===== config.mk =====
export PLATFORM = sky130hd
export DESIGN_NAME = tl_acquire_responder_flat
export DESIGN_NICKNAME = d
export VERILOG_FILES = /design/src/rtl/tl_acquire_responder_if.sv /design/src/rtl/tl_acquire_responder.sv /design/src/flat_wrapper.sv
export SDC_FILE = /design/constraint.sdc
export NUM_CORES = 1
export LEC_CHECK = 0
export ABC_CLOCK_PERIOD_IN_PS = 17300
export CAP_MARGIN = 20
export CORE_MARGIN = 5
export CORE_UTILIZATION = 44
export DETAILED_ROUTE_END_ITERATION = 8
export PLACE_DENSITY = 0.83
export SLEW_MARGIN = 20
export SYNTH_ARGS = -nofsm -noshare
export SYNTH_HDL_FRONTEND = slang
export SYNTH_SLANG_ARGS = --single-unit
export TNS_END_PERCENT = 1

===== constraint.sdc =====
create_clock -name clock -period 17.3 [get_ports clock]
set_input_delay 3.46 -clock clock [delete_from_list [all_inputs] [get_ports clock]]
set_output_delay 3.46 -clock clock [all_outputs]
set_load 0.01 [all_outputs]

===== src/rtl/tl_acquire_responder_if.sv =====
// TileLink A/D/E channel bundle plus the backing-memory read port.
// The responder is the slave; the requesting agent and the memory are the master side.
interface tl_acquire_responder_if;
  logic         a_valid;
  logic         a_ready;
  logic [2:0]   a_opcode;
  logic [2:0]   a_param;
  logic [3:0]   a_size;
  logic [2:0]   a_source;
  logic [31:0]  a_address;

  logic         d_valid;
  logic         d_ready;
  logic [2:0]   d_opcode;
  logic [1:0]   d_param;
  logic [3:0]   d_size;
  logic [2:0]   d_source;
  logic [3:0]   d_sink;
  logic         d_denied;
  logic [127:0] d_data;

  logic         e_valid;
  logic         e_ready;
  logic [3:0]   e_sink;

  logic         mem_req_valid;
  logic         mem_req_ready;
  logic [31:0]  mem_req_addr;
  logic         mem_resp_valid;
  logic [127:0] mem_resp_data;

  modport slave (
    input  a_valid, a_opcode, a_param, a_size, a_source, a_address,
    output a_ready,
    output d_valid, d_opcode, d_param, d_size, d_source, d_sink, d_denied, d_data,
    input  d_ready,
    input  e_valid, e_sink,
    output e_ready,
    output mem_req_valid, mem_req_addr,
    input  mem_req_ready, mem_resp_valid, mem_resp_data
  );

  modport master (
    output a_valid, a_opcode, a_param, a_size, a_source, a_address,
    input  a_ready,
    input  d_valid, d_opcode, d_param, d_size, d_source, d_sink, d_denied, d_data,
    output d_ready,
    output e_valid, e_sink,
    input  e_ready,
    input  mem_req_valid, mem_req_addr,
    output mem_req_ready, mem_resp_valid, mem_resp_data
  );
endinterface


===== src/rtl/tl_acquire_responder.sv =====
// Single-outstanding TileLink Acquire responder: fetches a block beat by beat from
// memory, returns Grant/GrantData/AccessAck on D and waits for GrantAck on E.
module tl_acquire_responder #(
  parameter int          BEATS   = 4,
  parameter logic [3:0]  SINK_ID = 4'h0
) (
  input  logic                    clock,
  input  logic                    reset,
  tl_acquire_responder_if.slave   tl,
  output logic                    busy,
  output logic                    sink_err
);

  localparam int                OFFSET_BITS = $clog2(BEATS * 16);
  localparam int                BEAT_W      = (BEATS > 1) ? $clog2(BEATS) : 1;
  localparam logic [BEAT_W-1:0] LAST_BEAT   = BEAT_W'(BEATS - 1);
  localparam logic [31:0]       BASE_MASK   = ~(32'((1 << OFFSET_BITS) - 1));

  localparam logic [2:0] OP_ACQUIRE_BLOCK = 3'd6;
  localparam logic [2:0] OP_ACQUIRE_PERM  = 3'd7;
  localparam logic [2:0] OP_ACCESS_ACK    = 3'd0;
  localparam logic [2:0] OP_GRANT         = 3'd4;
  localparam logic [2:0] OP_GRANT_DATA    = 3'd5;

  typedef enum logic [2:0] {IDLE, MEMREQ, MEMWAIT, SEND, WAITACK} state_t;

  state_t              state, state_nxt;
  logic [2:0]          opcode_q;
  logic [2:0]          param_q;
  logic [3:0]          size_q;
  logic [2:0]          source_q;
  logic [31:0]         base_q;
  logic [BEAT_W-1:0]   beat;
  logic [127:0]        beat_buf;

  logic                a_ready_int;
  logic                d_valid_int;
  logic                e_ready_int;
  logic                mem_req_valid_int;
  logic                accept;
  logic                is_block;
  logic                is_perm;
  logic [2:0]          d_opcode_int;
  logic [1:0]          d_param_int;
  logic                d_denied_int;
  logic [127:0]        d_data_int;

  assign accept   = a_ready_int & tl.a_valid;
  assign is_block = (opcode_q == OP_ACQUIRE_BLOCK);
  assign is_perm  = (opcode_q == OP_ACQUIRE_PERM);

  always_ff @(posedge clock or posedge reset) begin
    if (reset) state <= IDLE;
    else       state <= state_nxt;
  end

  // a_ready is gated by reset so it stays low for the whole reset window.
  always_comb begin
    state_nxt         = state;
    a_ready_int       = 1'b0;
    d_valid_int       = 1'b0;
    e_ready_int       = 1'b0;
    mem_req_valid_int = 1'b0;
    case (state)
      IDLE: begin
        a_ready_int = ~reset;
        if (tl.a_valid && !reset) begin
          if (tl.a_opcode == OP_ACQUIRE_BLOCK) state_nxt = MEMREQ;
          else                                 state_nxt = SEND;
        end
      end
      MEMREQ: begin
        mem_req_valid_int = 1'b1;
        if (tl.mem_req_ready) state_nxt = MEMWAIT;
      end
      MEMWAIT: begin
        if (tl.mem_resp_valid) state_nxt = SEND;
      end
      SEND: begin
        d_valid_int = 1'b1;
        if (tl.d_ready) begin
          if (is_block)     state_nxt = (beat == LAST_BEAT) ? WAITACK : MEMREQ;
          else if (is_perm) state_nxt = WAITACK;
          else              state_nxt = IDLE;
        end
      end
      WAITACK: begin
        e_ready_int = 1'b1;
        if (tl.e_valid) state_nxt = IDLE;
      end
      default: state_nxt = IDLE;
    endcase
  end

  always_ff @(posedge clock or posedge reset) begin
    if (reset) begin
      opcode_q <= '0;
      param_q  <= '0;
      size_q   <= '0;
      source_q <= '0;
      base_q   <= '0;
      beat     <= '0;
      beat_buf <= '0;
      sink_err <= 1'b0;
    end else begin
      if (accept) begin
        opcode_q <= tl.a_opcode;
        param_q  <= tl.a_param;
        size_q   <= tl.a_size;
        source_q <= tl.a_source;
        base_q   <= tl.a_address & BASE_MASK;
        beat     <= '0;
      end
      if (state == MEMWAIT && tl.mem_resp_valid) beat_buf <= tl.mem_resp_data;
      if (state == SEND && tl.d_ready && is_block && beat != LAST_BEAT) beat <= beat + 1'b1;
      if (state == WAITACK && tl.e_valid && tl.e_sink != SINK_ID) sink_err <= 1'b1;
    end
  end

  // D fields come only from latched request state, so they hold while d_ready is low.
  always_comb begin
    d_opcode_int = OP_ACCESS_ACK;
    d_param_int  = 2'd0;
    d_denied_int = 1'b1;
    d_data_int   = '0;
    if (is_block || is_perm) begin
      d_opcode_int = is_block ? OP_GRANT_DATA : OP_GRANT;
      d_data_int   = is_block ? beat_buf : '0;
      d_denied_int = 1'b0;
      case (param_q)
        3'd0:    d_param_int = 2'd1;
        3'd1,
        3'd2:    d_param_int = 2'd0;
        default: begin
          d_param_int  = 2'd2;
          d_denied_int = 1'b1;
        end
      endcase
    end
  end

  assign tl.a_ready       = a_ready_int;
  assign tl.d_valid       = d_valid_int;
  assign tl.d_opcode      = d_opcode_int;
  assign tl.d_param       = d_param_int;
  assign tl.d_size        = size_q;
  assign tl.d_source      = source_q;
  assign tl.d_sink        = SINK_ID;
  assign tl.d_denied      = d_denied_int;
  assign tl.d_data        = d_data_int;
  assign tl.e_ready       = e_ready_int;
  assign tl.mem_req_valid = mem_req_valid_int;
  assign tl.mem_req_addr  = base_q + {{(28 - BEAT_W){1'b0}}, beat, 4'b0000};
  assign busy             = (state != IDLE);

endmodule

===== src/flat_wrapper.sv =====
// flat-port wrapper written by rule: the top's interface ports become plain ports
module tl_acquire_responder_flat 
#(
  parameter int          BEATS   = 4,
  parameter logic [3:0]  SINK_ID = 4'h0
)
  (clock, reset, busy, sink_err, tl_a_valid, tl_a_opcode, tl_a_param, tl_a_size, tl_a_source, tl_a_address, tl_a_ready, tl_d_valid, tl_d_opcode, tl_d_param, tl_d_size, tl_d_source, tl_d_sink, tl_d_denied, tl_d_data, tl_d_ready, tl_e_valid, tl_e_sink, tl_e_ready, tl_mem_req_valid, tl_mem_req_addr, tl_mem_req_ready, tl_mem_resp_valid, tl_mem_resp_data);
  tl_acquire_responder_if tl_i ();
  input  logic clock;
  input  logic reset;
  output logic busy;
  output logic sink_err;
  input wire logic [$bits(tl_i.a_valid)-1:0] tl_a_valid;
  input wire logic [$bits(tl_i.a_opcode)-1:0] tl_a_opcode;
  input wire logic [$bits(tl_i.a_param)-1:0] tl_a_param;
  input wire logic [$bits(tl_i.a_size)-1:0] tl_a_size;
  input wire logic [$bits(tl_i.a_source)-1:0] tl_a_source;
  input wire logic [$bits(tl_i.a_address)-1:0] tl_a_address;
  output wire logic [$bits(tl_i.a_ready)-1:0] tl_a_ready;
  output wire logic [$bits(tl_i.d_valid)-1:0] tl_d_valid;
  output wire logic [$bits(tl_i.d_opcode)-1:0] tl_d_opcode;
  output wire logic [$bits(tl_i.d_param)-1:0] tl_d_param;
  output wire logic [$bits(tl_i.d_size)-1:0] tl_d_size;
  output wire logic [$bits(tl_i.d_source)-1:0] tl_d_source;
  output wire logic [$bits(tl_i.d_sink)-1:0] tl_d_sink;
  output wire logic [$bits(tl_i.d_denied)-1:0] tl_d_denied;
  output wire logic [$bits(tl_i.d_data)-1:0] tl_d_data;
  input wire logic [$bits(tl_i.d_ready)-1:0] tl_d_ready;
  input wire logic [$bits(tl_i.e_valid)-1:0] tl_e_valid;
  input wire logic [$bits(tl_i.e_sink)-1:0] tl_e_sink;
  output wire logic [$bits(tl_i.e_ready)-1:0] tl_e_ready;
  output wire logic [$bits(tl_i.mem_req_valid)-1:0] tl_mem_req_valid;
  output wire logic [$bits(tl_i.mem_req_addr)-1:0] tl_mem_req_addr;
  input wire logic [$bits(tl_i.mem_req_ready)-1:0] tl_mem_req_ready;
  input wire logic [$bits(tl_i.mem_resp_valid)-1:0] tl_mem_resp_valid;
  input wire logic [$bits(tl_i.mem_resp_data)-1:0] tl_mem_resp_data;
  assign tl_i.a_valid = tl_a_valid;
  assign tl_i.a_opcode = tl_a_opcode;
  assign tl_i.a_param = tl_a_param;
  assign tl_i.a_size = tl_a_size;
  assign tl_i.a_source = tl_a_source;
  assign tl_i.a_address = tl_a_address;
  assign tl_a_ready = tl_i.a_ready;
  assign tl_d_valid = tl_i.d_valid;
  assign tl_d_opcode = tl_i.d_opcode;
  assign tl_d_param = tl_i.d_param;
  assign tl_d_size = tl_i.d_size;
  assign tl_d_source = tl_i.d_source;
  assign tl_d_sink = tl_i.d_sink;
  assign tl_d_denied = tl_i.d_denied;
  assign tl_d_data = tl_i.d_data;
  assign tl_i.d_ready = tl_d_ready;
  assign tl_i.e_valid = tl_e_valid;
  assign tl_i.e_sink = tl_e_sink;
  assign tl_e_ready = tl_i.e_ready;
  assign tl_mem_req_valid = tl_i.mem_req_valid;
  assign tl_mem_req_addr = tl_i.mem_req_addr;
  assign tl_i.mem_req_ready = tl_mem_req_ready;
  assign tl_i.mem_resp_valid = tl_mem_resp_valid;
  assign tl_i.mem_resp_data = tl_mem_resp_data;
  tl_acquire_responder #(.BEATS(BEATS), .SINK_ID(SINK_ID)) u_core (.clock(clock), .reset(reset), .tl(tl_i), .busy(busy), .sink_err(sink_err));
endmodule

# --- Word level (Yosys, flattened, before mapping) ---
# Cells that the tools add are included.
op_classes:
  n_addsub: 2
  n_eq_ne: 16
  reduce_logical: 17
  bitwise: 2
  mux: 24
op_table:
  columns: ["cell", "n"]
  rows:
  - ["$mux W128", 2]
  - ["$add A32 B6 Y32", 1]
  - ["$mux W3", 9]
  - ["$pmux W3 S5", 1]
  - ["$eq A3 B3 Y1 const B", 4]
  - ["$ne A2 B2 Y1 const B", 5]
  - ["$eq A3 B2 Y1 const B", 3]
  - ["$mux W2", 4]
  - ["$logic_and A1 B1 Y1", 7]
  - ["$mux W1", 7]
  - ["$eq A3 B1 Y1 const B", 2]
  - ["$logic_not A3 Y1", 2]
  - ["$reduce_and A5 Y1", 1]
  - ["$pmux W2 S2", 1]
  - ["$reduce_bool A4 Y1", 1]
  - ["$reduce_bool A3 Y1", 1]
  - ["$reduce_or A3 Y1", 1]
  - ["$add A2 B1 Y2 const B", 1]
  - ["$eq A2 B2 Y1 const B", 1]
  - ["$ne A2 B1 Y1 const B", 1]
  - ["$reduce_bool A2 Y1", 1]
  - ["$reduce_or A2 Y1", 1]
  - ["$and A1 B1 Y1", 1]
  - ["$logic_not A1 Y1", 1]
  - ["other kinds (2)", 2]
totals:
  wordCells: 70
  ff_bits: 173
  output_inout_bits: 183

# --- Depth between registers and ports, before layout ---
logic_depth:
  ltp_word: 5
  ltp_mapped: 6
  depth_no_buf: 4

# --- Worst setup path before layout ---
# OpenSTA, ideal clock, no wires.
synth_timing:
  path_kind: "input-to-output"
  from: "input reset"
  to: "output tl_a_ready"
  slack_ps: 10211
  required_time_ps: 13840
  cell_stages: 1
  arrival_ps: 3629
  path_cell_list: "nor2_1"
synth_between:
  elab_chain_len: 2
synth_lines:
  columns: ["element", "line_no", "text"]
  rows:
  - ["from (decl)", "flat_wrapper.sv:10", "input logic reset;"]
  - ["$not A1 Y1", "tl_acquire_responder.sv:66", "a_ready_int = ~reset;"]
  - ["$mux W1", "tl_acquire_responder.sv:64", "case (state)"]
  - ["to (decl)", "flat_wrapper.sv:19", "output wire logic [$bits(tl_i.a_ready)-1:0] tl_a_ready;"]
# No other way between the ends.

# --- Worst setup path after layout ---
# Ends and elaborated chain as after synthesis.

==> impl_metrics.toml <==
[logic_synthesis]
netlist_area_sq_um = 7587
yosysUniqueCellTypes = 32
avgSynthCellArea_sq_um = 13.62
synth_area_leader_cell = "dfrtp_1"
synth_seq_cells = 173
yosys-top-cells-area = "dfrtp_1 57%, mux2_2 24%, and2_1 11%"
synth_cells = 557
synth_top_area_share_pct = 57.06
synth-seq-area-share_pct = 57.06
ys_warn_count = 0

[routing]
dr.pass1.iters = 4
ant_nets = 0
vias = 5525
wire_per_inst_um = 18.23
drc = 0
viasPerCell = 4.864
routed_wl_um = 20710
drt_iter0_drc = 128

[worst_setup_path]
arrival_ns = 4.73
critPathMaxFanout = 4
cp_cell_sequence = "clkdlybuf4s50_1, nor2_1, clkdlybuf4s50_1"
worst_path_most_repeated_cell = "clkdlybuf4s50_1"
rr_worst_depth = 4
max_stage_delay_ns = 0.57
required_ns = 13.84
cpMaxStageDelayCell = "clkdlybuf4s50_1"
crit_type = "input port to output pin"
crit_path_end_kind = "output pin"
startpoint_type = "input port"

[cts]
cts_hold_buf = 0
cts_resized = 0
cts.sinks = 173
numCtsBuffers = 17
cts_tree = "done"
postCtsSetupBuffers = 0
clockRootBuffer = "clkbuf_16"
clk_pin_slew_worst_paths_ns = 0.07
h-tree-depth = 4
clock_latency_ns = 0.42
clockBufferDepth = 2

[timing]
fmax_mhz = 122.1
drv_slew = 0
tns_ns = 0
rsz0062_at_grt = "no"
tightest_slew_ns = 0.8512
fin_crit_ns = 8.191
fin_crit_sh_pct = 47.34
hold_viol_final = 0
slew_headroom_pct = 43.25
hold_slack_ns = 0.4767
fin_skew_ns = 0.008835
setup_viol = 0
setup_ws_ns = 9.109

[finish]
multi_input_area_sq_um = 3052
area_delta_synth_final_pct = 55.69
layout-drive-gt1-share_pct = 23.41
nFillCells = 1292
ff_latch_area_sq_um = 4329
fin_area_sq_um = 11810
nNetsFinal = 1082

[grt]
grt_pass1_wl_um = 31500
grt_overflow_total = 0
grt_pass1_vias = 5726
antenna_found_initial = 1
track_usage_pct = 20.47
grt_start_max_net_pins = 117

[worst_hold_path]
hold_depth = 1
hold_class = "flop to flop"

[die]
die_area_sq_um = 19970
die_w_um = 141.3
core_area_sq_um = 17120
chipHeight_um = 141.3
rows = 48
start_util_pct = 44.33
ios = 367

[placed_design]
hpwl_um = 15470
placement.io_buffers = 351
placedInstanceArea_sq_um = 11250
dp_slack_ns = 9.126
gp_congestion = 0.8156

[power]
cellLeakagePower_uw = 0.004928
p_per_area_nw_per_um2 = 151.7
vdd_drop_max_v = 0.00008839

[flow_run]
drv_cap = 0

[run_status]
outcome = "finished, final reports clean"
==> placed cells by master (no fill, tap or decap), types with 2 or more instances in the layout <==
cell,count
clkdlybuf4s50_1,351
dfrtp_1,173
mux2_2,159
and2_1,129
clkbuf_16,17
mux2_4,10
conb_1,9
nand2_1,4
nor2_1,4
inv_8,4
inv_6,4
clkinv_4,4
buf_4,4
nand2b_1,3
o22ai_1,3
inv_1,3
or3_4,2
nor2_4,2
nor3b_1,2
o21ai_0,2
mux2i_1,2
clkinvlp_4,2
clkinv_2,2
==> state kept, by name, indices dropped and copies added, names as in the netlist <==
signal,flops
u_core.base_q,26
u_core.param_q,3
u_core.state,3
u_core.tl.d_source,3
u_core.opcode_q,3
u_core.beat_buf,128
u_core.sink_err,1
u_core.tl.d_size,4
u_core.beat,2
==> cell usage after synthesis <==
cell type and number:
conb_1 1, o22ai_1 3, clkbuf_1 16, o41ai_1 1, mux2_4 10, buf_2 15, and4b_1 1, mux2_2 159
or4b_2 1, o21bai_1 1, buf_4 9, mux2i_1 2, nand2_1 4, dfrtp_1 173, nand3_1 1, nor2_1 6
o2111ai_1 1, o31ai_1 1, ha_1 1, and2_1 129, a211o_1 1, or3_4 2, o21ai_0 2, nor2b_1 1
a21o_1 1, inv_1 4, nor3b_1 2, a21oi_1 1, buf_6 3, or2_4 1, nand2b_1 3, nor4_1 1
==> metrics by stage <==
stage / utilization [%] / total power [uW] / instances
floorplan: - / 1101 / 565
global placement: 65.58 / 1420 / 1102
detailed placement: 65.75 / 1450 / 1103
CTS: 68.98 / 1817 / 1135
global route: 69.01 / 1903 / 1136
finish: 69.01 / 1791 / 1136
==> final timing paths <==
check,start,endpoint,slack [ns]
worst max-delay path,reset,tl_a_ready,9.11
worst min-delay path,u_core.sink_err$_DFFE_PP0P_,u_core.sink_err$_DFFE_PP0P_,0.48
worst max register to register,u_core.state[0]$_DFFE_PP0P_,u_core.beat_buf[8]$_DFFE_PP0P_,15.17
worst min register to register,u_core.sink_err$_DFFE_PP0P_,u_core.sink_err$_DFFE_PP0P_,0.48
max in group asynchronous,reset,u_core.beat_buf[78]$_DFFE_PP0P_,12.28
min in group asynchronous,reset,u_core.beat_buf[103]$_DFFE_PP0P_,3.73
==> worst max-delay path, delay by kind of cell <==
family	cells	cell delay (ns)
AND/OR/NAND/NOR	1	0.16
buffers and inverters	2	1.11
==> report_power, final <==
part           leakage, uW  switching, uW  internal (uW)
Sequential         0.00206           96.5            608
Combinational      0.00260            273            456
Clock             0.000270            169            189
==> cell type report <==
cell class / instances / share of cell area [%]
Antenna cell: 1 / 0.02118
Clock buffer: 17 / 3.601
Clock inverter: 15 / 1.091
Inverter: 4 / 0.1907
Multi-Input combinational cell: 345 / 25.83
Sequential cell: 173 / 36.65
Tap cell: 225 / 2.383
Timing Repair Buffer: 356 / 30.23
==> metal layers <==
metal	routed length [um]	track usage, %	vias to the layer above	part of all wire [%]
met5	0	0	-	0
met4	688	9.230	0	3.3
met3	2112	8.325	39	10
met2	10510	35.14	230	51
met1	7401	22.17	2706	36
li1	-	-	2550	-
==> cells by family after synthesis <==
| group | synth area share [%] |
|---|---|
| AO/OA/AOI/OAI | 1.089 |
| adder cells (fa/ha/maj) | 0.1649 |
| buffers and inverters | 3.314 |
| flip-flops | 57.06 |
| multiplexers | 25.84 |
| other | 0.04942 |
| AND/OR/NAND/NOR | 12.48 |
Note: power is estimated with default switching activity, not from simulation.
